$ cat config.mk
export PLATFORM = sky130hd
export DESIGN_NAME = bin2bcd_seq_flat
export DESIGN_NICKNAME = d
export VERILOG_FILES = /design/src/rtl/bin2bcd_seq_if.sv /design/src/rtl/bin2bcd_seq.sv /design/src/flat_wrapper.sv
export SDC_FILE = /design/constraint.sdc
export NUM_CORES = 1
export LEC_CHECK = 0
export CAP_MARGIN = 10
export CORE_UTILIZATION = 48
export DETAILED_ROUTE_END_ITERATION = 7
export GPL_TIMING_DRIVEN = 0
export MAX_ROUTING_LAYER = met4
export PLACE_DENSITY = 0.76
export SYNTH_ARGS = -nofsm -noshare
export SYNTH_HDL_FRONTEND = slang
export SYNTH_SLANG_ARGS = --single-unit
$ cat constraint.sdc
create_clock -name clk -period 1.27 [get_ports clk]
set_input_delay 0.1905 -clock clk [delete_from_list [all_inputs] [get_ports clk]]
set_output_delay 0.1905 -clock clk [all_outputs]
set_load 0.02 [all_outputs]
$ cat src/rtl/bin2bcd_seq_if.sv
// bin2bcd_seq_if: start/busy/done handshake and data bus for bin2bcd_seq.
//   start  : request a conversion (master -> slave)
//   bin    : unsigned binary value, WIDTH bits (master -> slave)
//   bcd    : packed BCD result, 4*DIGITS bits, ones in [3:0] (slave -> master)
//   busy   : conversion in progress (slave -> master)
//   done   : one-cycle pulse when bcd has just been updated (slave -> master)
`timescale 1ns/1ps
interface bin2bcd_seq_if #(
  parameter int WIDTH  = 8,
  parameter int DIGITS = 3
);
  logic                  start;
  logic [WIDTH-1:0]      bin;
  logic [4*DIGITS-1:0]   bcd;
  logic                  busy;
  logic                  done;

  modport master (output start, bin, input bcd, busy, done);
  modport slave  (input start, bin, output bcd, busy, done);
endinterface

$ cat src/rtl/bin2bcd_seq.sv
// bin2bcd_seq: sequential binary-to-BCD converter (double dabble), one input
// bit per clock. A conversion accepted in IDLE takes WIDTH CONV cycles; the
// result is registered on bcd with a one-cycle done pulse.
// Ports:
//   clk  : clock, rising edge
//   rst  : synchronous, active-high reset
//   bus  : bin2bcd_seq_if.slave (start, bin, bcd, busy, done)
// Optional feature: define LEADING_ZERO_BLANK_EN to replace zero digits above
// the most-significant nonzero digit with 4'hF (ones digit never blanked).
`timescale 1ns/1ps
module bin2bcd_seq #(
  parameter int WIDTH  = 8,
  parameter int DIGITS = 3
) (
  input  logic                clk,
  input  logic                rst,
  bin2bcd_seq_if.slave        bus
);

  localparam int SW = 4 * DIGITS;
  localparam int CW = $clog2(WIDTH + 1);
  localparam logic [CW-1:0] LAST = CW'(WIDTH - 1);

  localparam logic [0:0] IDLE = 1'b0;
  localparam logic [0:0] CONV = 1'b1;

  logic [0:0]       state;
  logic [WIDTH-1:0] sr;
  logic [WIDTH-1:0] sr_nxt;
  logic [SW-1:0]    scratch;
  logic [SW-1:0]    adj;
  logic [SW-1:0]    scratch_nxt;
  logic [SW-1:0]    result;
  logic [CW-1:0]    count;
  logic [SW-1:0]    bcd_q;
  logic             busy_q;
  logic             done_q;

  // Add 3 to every digit >= 5, all digits in parallel, before the shift.
  always_comb begin
    adj = scratch;
    for (int unsigned i = 0; i < DIGITS; i++) begin
      if (scratch[4*i +: 4] >= 4'd5)
        adj[4*i +: 4] = scratch[4*i +: 4] + 4'd3;
    end
  end

  always_comb begin
    {scratch_nxt, sr_nxt} = {adj, sr} << 1;
  end

`ifdef LEADING_ZERO_BLANK_EN
  logic lead;

  // Walk from the top digit down to the tens digit; blank while still in
  // the leading run of zeros.
  always_comb begin
    result = scratch_nxt;
    lead   = 1'b1;
    for (int unsigned j = 1; j < DIGITS; j++) begin
      if (lead && (scratch_nxt[4*(DIGITS-j) +: 4] == 4'd0))
        result[4*(DIGITS-j) +: 4] = 4'hF;
      else
        lead = 1'b0;
    end
  end
`else
  always_comb begin
    result = scratch_nxt;
  end
`endif

  always_ff @(posedge clk) begin
    if (rst) begin
      state   <= IDLE;
      sr      <= '0;
      scratch <= '0;
      count   <= '0;
      bcd_q   <= '0;
      busy_q  <= 1'b0;
      done_q  <= 1'b0;
    end else begin
      done_q <= 1'b0;
      if (state == IDLE) begin
        if (bus.start) begin
          sr      <= bus.bin;
          scratch <= '0;
          count   <= '0;
          busy_q  <= 1'b1;
          state   <= CONV;
        end
      end else begin
        sr      <= sr_nxt;
        scratch <= scratch_nxt;
        count   <= count + CW'(1);
        if (count == LAST) begin
          bcd_q  <= result;
          done_q <= 1'b1;
          busy_q <= 1'b0;
          state  <= IDLE;
        end
      end
    end
  end

  assign bus.bcd  = bcd_q;
  assign bus.busy = busy_q;
  assign bus.done = done_q;

endmodule

$ cat src/flat_wrapper.sv
// flat-port wrapper written by rule: the top's interface ports become plain ports
module bin2bcd_seq_flat 
#(
  parameter int WIDTH  = 8,
  parameter int DIGITS = 3
)
  (clk, rst, bus_start, bus_bin, bus_bcd, bus_busy, bus_done);
  bin2bcd_seq_if #(.WIDTH(WIDTH), .DIGITS(DIGITS)) bus_i ();
  input  logic clk;
  input  logic rst;
  input wire logic [$bits(bus_i.start)-1:0] bus_start;
  input wire logic [$bits(bus_i.bin)-1:0] bus_bin;
  output wire logic [$bits(bus_i.bcd)-1:0] bus_bcd;
  output wire logic [$bits(bus_i.busy)-1:0] bus_busy;
  output wire logic [$bits(bus_i.done)-1:0] bus_done;
  assign bus_i.start = bus_start;
  assign bus_i.bin = bus_bin;
  assign bus_bcd = bus_i.bcd;
  assign bus_busy = bus_i.busy;
  assign bus_done = bus_i.done;
  bin2bcd_seq #(.WIDTH(WIDTH), .DIGITS(DIGITS)) u_core (.clk(clk), .rst(rst), .bus(bus_i));
endmodule
==> metrics.txt, run 1 <==
status complete, but fails checks; failing checks setup timing; Synth Cell Area 1750 sq um; Design Area, Final 2440 sq um; Root Driver clkbuf_4; die area 3880 sq um; Final nets 247; area delta synth->final 39.5%; Core Area 3420 sq um; cts bufs inserted 5; clock-pin slew on the worst setup and hold paths 0.12 ns; Synth Instances 188; Power per Cell Area 1040 nW/um^2; Placed Cells incl. Taps 257; CTS tree built; number of port buffers 23; critical path required time 1.57 ns; Final setup viols 10; Ant. Diodes 0; vias in the first global route 1497; max incr delay on CP 0.37 ns; First-pass DRT Iterations 4; sequential fraction of the synthesis area 44.7%; # hold bufs at CTS 0; CP Class reg -> reg; f_max 733 MHz; Setup TNS Final -0.553 ns; Initial Utilization 51.1%; grt total ovfl 0; first-pass GRT wire length 7070 microns; Tmin final 1.36 ns; Placed Instance Area 2060 sq um; worst relative slew slack 71.1%; Fill cells 254; # DRC 0; slowest CP cell dfxtp_2; Die Width 62.3 microns; Final ANT Viol Nets 0; Hold Crit Class in -> reg; unique cell type count in the Yosys netlist 31; final hold violations 0; Ys Warns 0; Leakage 0.921 nW; largest net degree at the start of global routing 13; Syn Area/Cell 9.29 sq um; worst-path cell chain inv_4, ha_4, nand2b_4, a21oi_4, mux2i_2, a31o_1; VDD IR max 0.506 mV; Data arrival, critical path 1.67 ns; Core Rows 21; Detailed Route WL 4250 microns; layout cells sized above 1 33.9%; Worst Skew 0.0107 ns; max_cap viols 0; Detail Placement HPWL 2660 microns; Period Utilization, post-route 107%; number of H-tree levels 2; clock latency on the worst-skew pair 0.36 ns; critical path fanouts, max 4; crit path capture type flop; Worst setup SP type flop; Die H 62.3 microns; total count of max-transition violations in the final report 0; Final Worst Setup Slack -0.0945 ns; initial DRC count 51; Post-Syn Nets 206; gpl congestion 0.744; Hold WS 0.102 ns; final non-filler cell total 276; drt via density 5.57; WL/cell 15.4 microns; Worst Max-Slew Pin Slew 0.433 ns; clk buf depth 2; Total Power 2.53 mW; GR Util All Layers 24.3%; I/O Pins 25; area of the multi-input gates 1060 sq um; clock sinks 39; Vias 1537; register area 795 sq um; Seq cells post-synth 39; initial antenna violation count 0; RSZ-0062 raised after global routing true
## metal layers
metal	wire length [microns]	up-vias	track usage (%)
li1	-	748	-
met1	1880	736	26.8
met2	2100	44	42.3
met3	188	9	6.62
met4	86	0	8.14
met5	0	-	-
## worst paths after layout
check | start | endpoint | slack (ns) | cells after the start
hold / removal | rst | u_core.scratch[11]$_SDFFE_PP0P_ | 0.10 | 2
setup reg to reg | u_core.scratch[1]$_SDFFE_PP0P_ | u_core.scratch[2]$_SDFFE_PP0P_ | -0.09 | 6
hold reg to reg | u_core.bus.bcd[7]$_SDFFE_PP0P_ | u_core.bus.bcd[7]$_SDFFE_PP0P_ | 0.45 | 2
setup / recovery | u_core.scratch[1]$_SDFFE_PP0P_ | u_core.scratch[2]$_SDFFE_PP0P_ | -0.09 | 6
## where the power goes
| group | total [mW] | switching [mW] | leakage (nW) | internal [mW] |
|---|---|---|---|---|
| Clock | 1.04 | 0.424 | 0.0525 | 0.614 |
| Sequential | 1.26 | 0.0180 | 0.321 | 1.25 |
| Combinational | 0.227 | 0.125 | 0.548 | 0.103 |
## layout make-up
cell class / instances / area share [%]
Buffer: 10 / 3.03
Clock buffer: 6 / 1.69
Clock inverter: 2 / 2.47
Inverter: 9 / 2.00
Multi-Input combinational cell: 129 / 43.7
Sequential cell: 39 / 32.6
Tap cell: 46 / 2.36
Timing Repair Buffer: 35 / 12.2
## worst max-delay path, delay by kind of cell (launching register included)
family	cells	cell delay [ns]
compound gates	2	0.32
fa+ha+maj	1	0.15
buf+inv	1	0.06
flops	1	0.37
mux	1	0.28
simple gates	1	0.14
## state kept, by name (all words and copies together), names as in the netlist
name             count
u_core.bus.bcd      12
u_core.scratch      12
u_core.sr            8
u_core.count         4
u_core.bus.busy      1
u_core.bus.done      1
u_core.state         1
## cell families (layout without fill, tap and decap cells)
logic type / after synthesis / in the layout / share of synthesized area (%)
AOI/OAI and AO/OA: 52 / 52 / 18.6
xor gates and xnor gates: 3 / 3 / 1.50
adders and majority gates: 7 / 7 / 5.01
buffers and inverters: 20 / 62 / 6.02
DFF: 39 / 39 / 44.7
muxes: 12 / 12 / 6.88
and+or+nand+nor: 55 / 55 / 17.3
## stage by stage
step                utilization [%]  worst slack [ns]
floorplan                         -           -0.0106
global placement               60.4            -0.252
detailed placement             60.4            -0.298
CTS                            68.7            -0.108
global route                   71.3            -0.160
finish                         71.3           -0.0945
## Yosys cell counts
cell type	instances	area share [%]
mux2i_1	12	6.9
o21ai_0	6	1.7
o21ai_1	8	2.3
or2_1	1	0.36
buf_6	3	1.9
nor2_1	19	4.1
nand2b_1	3	1.1
a21oi_2	3	1.5
nor3b_1	9	3.9
nand4b_1	1	0.50
nand2b_2	1	0.50
dfxtp_1	39	45
a21oi_1	20	5.7
a31o_1	3	1.5
buf_2	6	1.7
nor3_1	2	0.57
a22o_1	4	2.0
and2_1	1	0.36
nand2_1	9	1.9
nor2b_1	2	0.72
xnor2_1	3	1.5
a41oi_1	1	0.50
inv_1	7	1.5
a211oi_1	1	0.43
inv_2	2	0.43
o32ai_1	5	2.5
nand3_1	4	1.1
nor3b_2	3	2.1
clkbuf_1	2	0.43
ha_1	7	5.0
o21a_1	1	0.43
## repair_timing
item                                    in CTS  in global routing
gates resized for setup                     50                 33
setup buffers                                8                  4
endpoints found under the setup margin      36                 44
pin swaps                                    9                 11
## placed cells by master (no fill, tap or decap), types with 5 or more instances in the layout
master,count
o21ai_1,9
clkbuf_4,6
dfxtp_2,8
o21ai_0,5
clkdlybuf4s15_1,7
nor2_1,18
buf_4,12
clkbuf_2,5
dfxtp_1,30
mux2i_1,10
nor3b_1,7
nand2_1,8
a21oi_1,19
clkdlybuf4s50_1,9
inv_4,6
ha_4,7
No activity file was read; power rests on OpenSTA's default activity.
==> run 2: changes to the inputs <==
ABC_AREA = 1   (was not set)
CAP_MARGIN = 20   (was 10)
==> metrics.txt, run 2 <==
clock-pin slew on the worst setup and hold paths 0.08 ns (was 0.12 ns); cell with the most instances after synthesis nand2_1 (was dfxtp_1); Top Family by Delay on Critical Path simple AND/OR/NAND/NOR gates (was flip-flops); critical path required time 1.53 ns (was 1.57 ns); prevailing post-synth register cell dfxtp_1 (unchanged); Placed Instance Area 2100 sq um (was 2060 sq um); clock share of power 43.0% (was 41.1%); Hold WS 0.156 ns (was 0.102 ns); Core Area 3470 sq um (was 3420 sq um); FF-to-FF setup slack 0.02 ns (was -0.09 ns); Worst setup SP type flop (unchanged); number of H-tree levels 2 (unchanged); largest net degree at the start of global routing 13 (unchanged); initial DRC count 138 (was 51); most frequent cells in the layout 71 x nand2_1, 32 x dfxtp_1, 21 x nand3_1 (was 30 x dfxtp_1, 19 x a21oi_1, 18 x nor2_1); Ys Warns 0 (unchanged); Synth Cell Area 1820 sq um (was 1750 sq um); VDD IR max 0.833 mV (was 0.506 mV); Initial Utilization 52.4% (was 51.1%); clock sinks 39 (unchanged); RSZ-0062 raised after global routing true (unchanged); Period Utilization, post-route 98.6% (was 107%); first-pass GRT wire length 6660 microns (was 7070 microns); vias in the first global route 1550 (was 1497); Vias 1713 (was 1537); worst relative slew slack 69.6% (was 71.1%); number of port buffers 23 (unchanged); Placed Cells incl. Taps 315 (was 257); crit path capture type flop (unchanged); Switch Pwr 0.592 mW (was 0.567 mW); Tmin final 1.25 ns (was 1.36 ns); Design Area, Final 2440 sq um (about the same); CP Class reg -> reg (unchanged); Die H 63.5 microns (was 62.3 microns); drt via density 5.14 (was 5.57); Worst Hold Path Cells 2 (unchanged); critical path fanouts, max 5 (was 4); Seq cells post-synth 39 (unchanged); EDFF count, synth 0 (unchanged); Syn Area/Cell 7.39 sq um (was 9.29 sq um); Cell Int Power 1.96 mW (about the same); Worst Skew 0.00921 ns (was 0.0107 ns); Synth Instances 246 (was 188); Final ANT Viol Nets 0 (unchanged); clk buf depth 2 (unchanged); sequential fraction of the synthesis area 43.0% (was 44.7%); Hold Path Sink u_core.scratch[1]$_SDFFE_PP0P_ (was u_core.scratch[11]$_SDFFE_PP0P_); First-pass DRT Iterations 4 (unchanged); WL/cell 12.9 microns (was 15.4 microns); Detail Placement HPWL 2630 microns (was 2660 microns); # DRC 0 (unchanged); max_cap viols 0 (unchanged); Core Rows 21 (unchanged); CTS tree built (unchanged); main area contributors after synthesis dfxtp_1 43%, nand2_1 17%, nand3_1 6.6%, inv_1 5.2%, ha_1 4.8% (was dfxtp_1 45%, mux2i_1 6.9%, a21oi_1 5.7%, ha_1 5.0%, nor2_1 4.1%); combinational power share 7.8% (was 9.0%); Data arrival, critical path 1.51 ns (was 1.67 ns); final non-filler cell total 333 (was 276); Die Width 63.5 microns (was 62.3 microns); I/O Pins 25 (unchanged); Post-synth ARST share 0% (unchanged); area share of the largest cell type after synthesis 43.0% (was 44.7%); Post-Syn Nets 264 (was 206); total count of max-transition violations in the final report 0 (unchanged); area delta synth->final 34.6% (was 39.5%); Crit path buffers/inverters 2 (was 1); cts bufs inserted 5 (unchanged); die area 4030 sq um (was 3880 sq um); Detailed Route WL 4300 microns (was 4250 microns); f_max 799 MHz (was 733 MHz); leading cell type in the layout, fill and taps excluded nand2_1 (was dfxtp_1); top cells by count, synth 83 x nand2_1, 39 x dfxtp_1, 25 x inv_1, 24 x nand3_1, 16 x a21oi_1 (was 39 x dfxtp_1, 20 x a21oi_1, 19 x nor2_1, 12 x mux2i_1); Final nets 304 (was 247); gpl congestion 0.820 (was 0.744); max incr delay on CP 0.36 ns (was 0.37 ns); status completed (was complete, but fails checks); # hold bufs at CTS 0 (unchanged); switching share of total power 23.2% (was 22.4%); Leakage 1.16 nW (was 0.921 nW); Hold Crit Class in -> reg (unchanged); Flop pwr share 49.2% (was 50.0%); unique cell type count in the Yosys netlist 25 (was 31); post-synth top area cell dfxtp_1 (unchanged); grt total ovfl 0 (unchanged); clock latency on the worst-skew pair 0.30 ns (was 0.36 ns); layout cells sized above 1 25.1% (was 33.9%); Power per Cell Area 1050 nW/um^2 (was 1040 nW/um^2); Hold Crit Start rst (unchanged); final hold violations 0 (unchanged); GR Util All Layers 21.6% (was 24.3%); worst-path cell chain ha_4, nand3_4, nor2_4, nand2_2, inv_4, clkbuf_16, nand3_2, nand2_1 (was inv_4, ha_4, nand2b_4, a21oi_4, mux2i_2, a31o_1); Layout Utilization 70.5% (was 71.3%); initial antenna violation count 0 (unchanged); Root Driver clkbuf_8 (was clkbuf_4); Reg-to-Reg End u_core.bus.bcd[8]$_SDFFE_PP0P_ (was u_core.scratch[2]$_SDFFE_PP0P_); Worst Max-Slew Pin Slew 0.456 ns (was 0.433 ns); Final setup viols 0 (was 10); Worst Reg-to-Reg Cells 8 (was 6); slowest CP cell dfxtp_4 (was dfxtp_2); R2R Path Start u_core.count[1]$_SDFFE_PP0P_ (was u_core.scratch[1]$_SDFFE_PP0P_); Ant. Diodes 0 (unchanged)
[run 2: cell count changes in the layout (fill, tap and decap cells not counted), sizes merged, moves of 8 or more]
cell and change:
dlygate4sd2 +11, inv +18, nor2 -10, nand3 +27, nor3b -12, nand2 +75
mux2i -8
[run 2: power by group through the flow]
stage / clock (mW) / sequential [mW] / combinational [mW]
2_1_floorplan: 0 / 1.29 / 0.111
3_3_place_gp: 0 / 1.29 / 0.179
3_5_place_dp: 0 / 1.29 / 0.181
4_1_cts: 1.10 / 1.26 / 0.183
5_1_grt: 1.17 / 1.26 / 0.223
6_report: 1.10 / 1.26 / 0.200
[run 2: worst max path at each step]
| stage | start | end | depth (start not counted) |
|---|---|---|---|
| 3_3_place_gp | bus_start | u_core.scratch[6]$_SDFFE_PP0P_ | 5 |
| 2_1_floorplan | u_core.scratch[4]$_SDFFE_PP0P_ | u_core.scratch[5]$_SDFFE_PP0P_ | 8 |
| 6_report | u_core.count[1]$_SDFFE_PP0P_ | u_core.bus.bcd[8]$_SDFFE_PP0P_ | 8 |
| 4_1_cts | u_core.scratch[4]$_SDFFE_PP0P_ | u_core.scratch[5]$_SDFFE_PP0P_ | 8 |
| 5_1_grt | u_core.scratch[4]$_SDFFE_PP0P_ | u_core.scratch[7]$_SDFFE_PP0P_ | 7 |
| 3_5_place_dp | bus_start | u_core.scratch[6]$_SDFFE_PP0P_ | 5 |
[run 2: kinds of logic after synthesis]
logic type,share of synthesized area [%]
buf+inv,8.88
compound gates,7.92
flops,43.0
mux,2.20
simple gates,33.2
fa+ha+maj,4.82
[run 2: what timing repair did]
action                     CTS  global route
gates resized for setup     29            36
pin swaps                    0             6
setup buffers                2             7
gates cloned                 0             1
setup endpoints to repair   33            26
[run 2: worst reg2reg max path: stages (launching register included)]
cell and delay, ns:
dfxtp_4 0.36, ha_4 0.15, nand3_4 0.09, nor2_4 0.15, nand2_2 0.10, inv_4 0.10, clkbuf_16 0.15, nand3_2 0.06
nand2_1 0.06
[run 2: through the flow]
stage / TNS (ns) / setup WS, ns / power, mW
after floorplan: 0 / 0.0320 / 1.40
after global placement: -2.42 / -0.151 / 1.47
after detailed placement: -3.46 / -0.177 / 1.47
after CTS: 0 / 0.0102 / 2.55
after global routing: -0.399 / -0.0443 / 2.65
final: 0 / 0.0184 / 2.56
[run 2: layer usage]
layer  vias to the layer above  global-route usage [%]  part of all wire, %
met1                       797                    24.9                   44
met2                        32                    36.0                   50
met3                        10                    4.35                  4.2
met4                         0                    9.38                  1.6
li1                        874                       -                    -
met5                         -                       -                    0
[run 2: cell type report]
cell class	count	area, sq um
multi-input combinational	170	986
inverter	28	110
buffer	9	71.3
fill	297	1020
timing repair buffer	33	305
tap	46	57.6
sequential	39	797
clock inverter	2	35.0
clock buffer	6	82.6
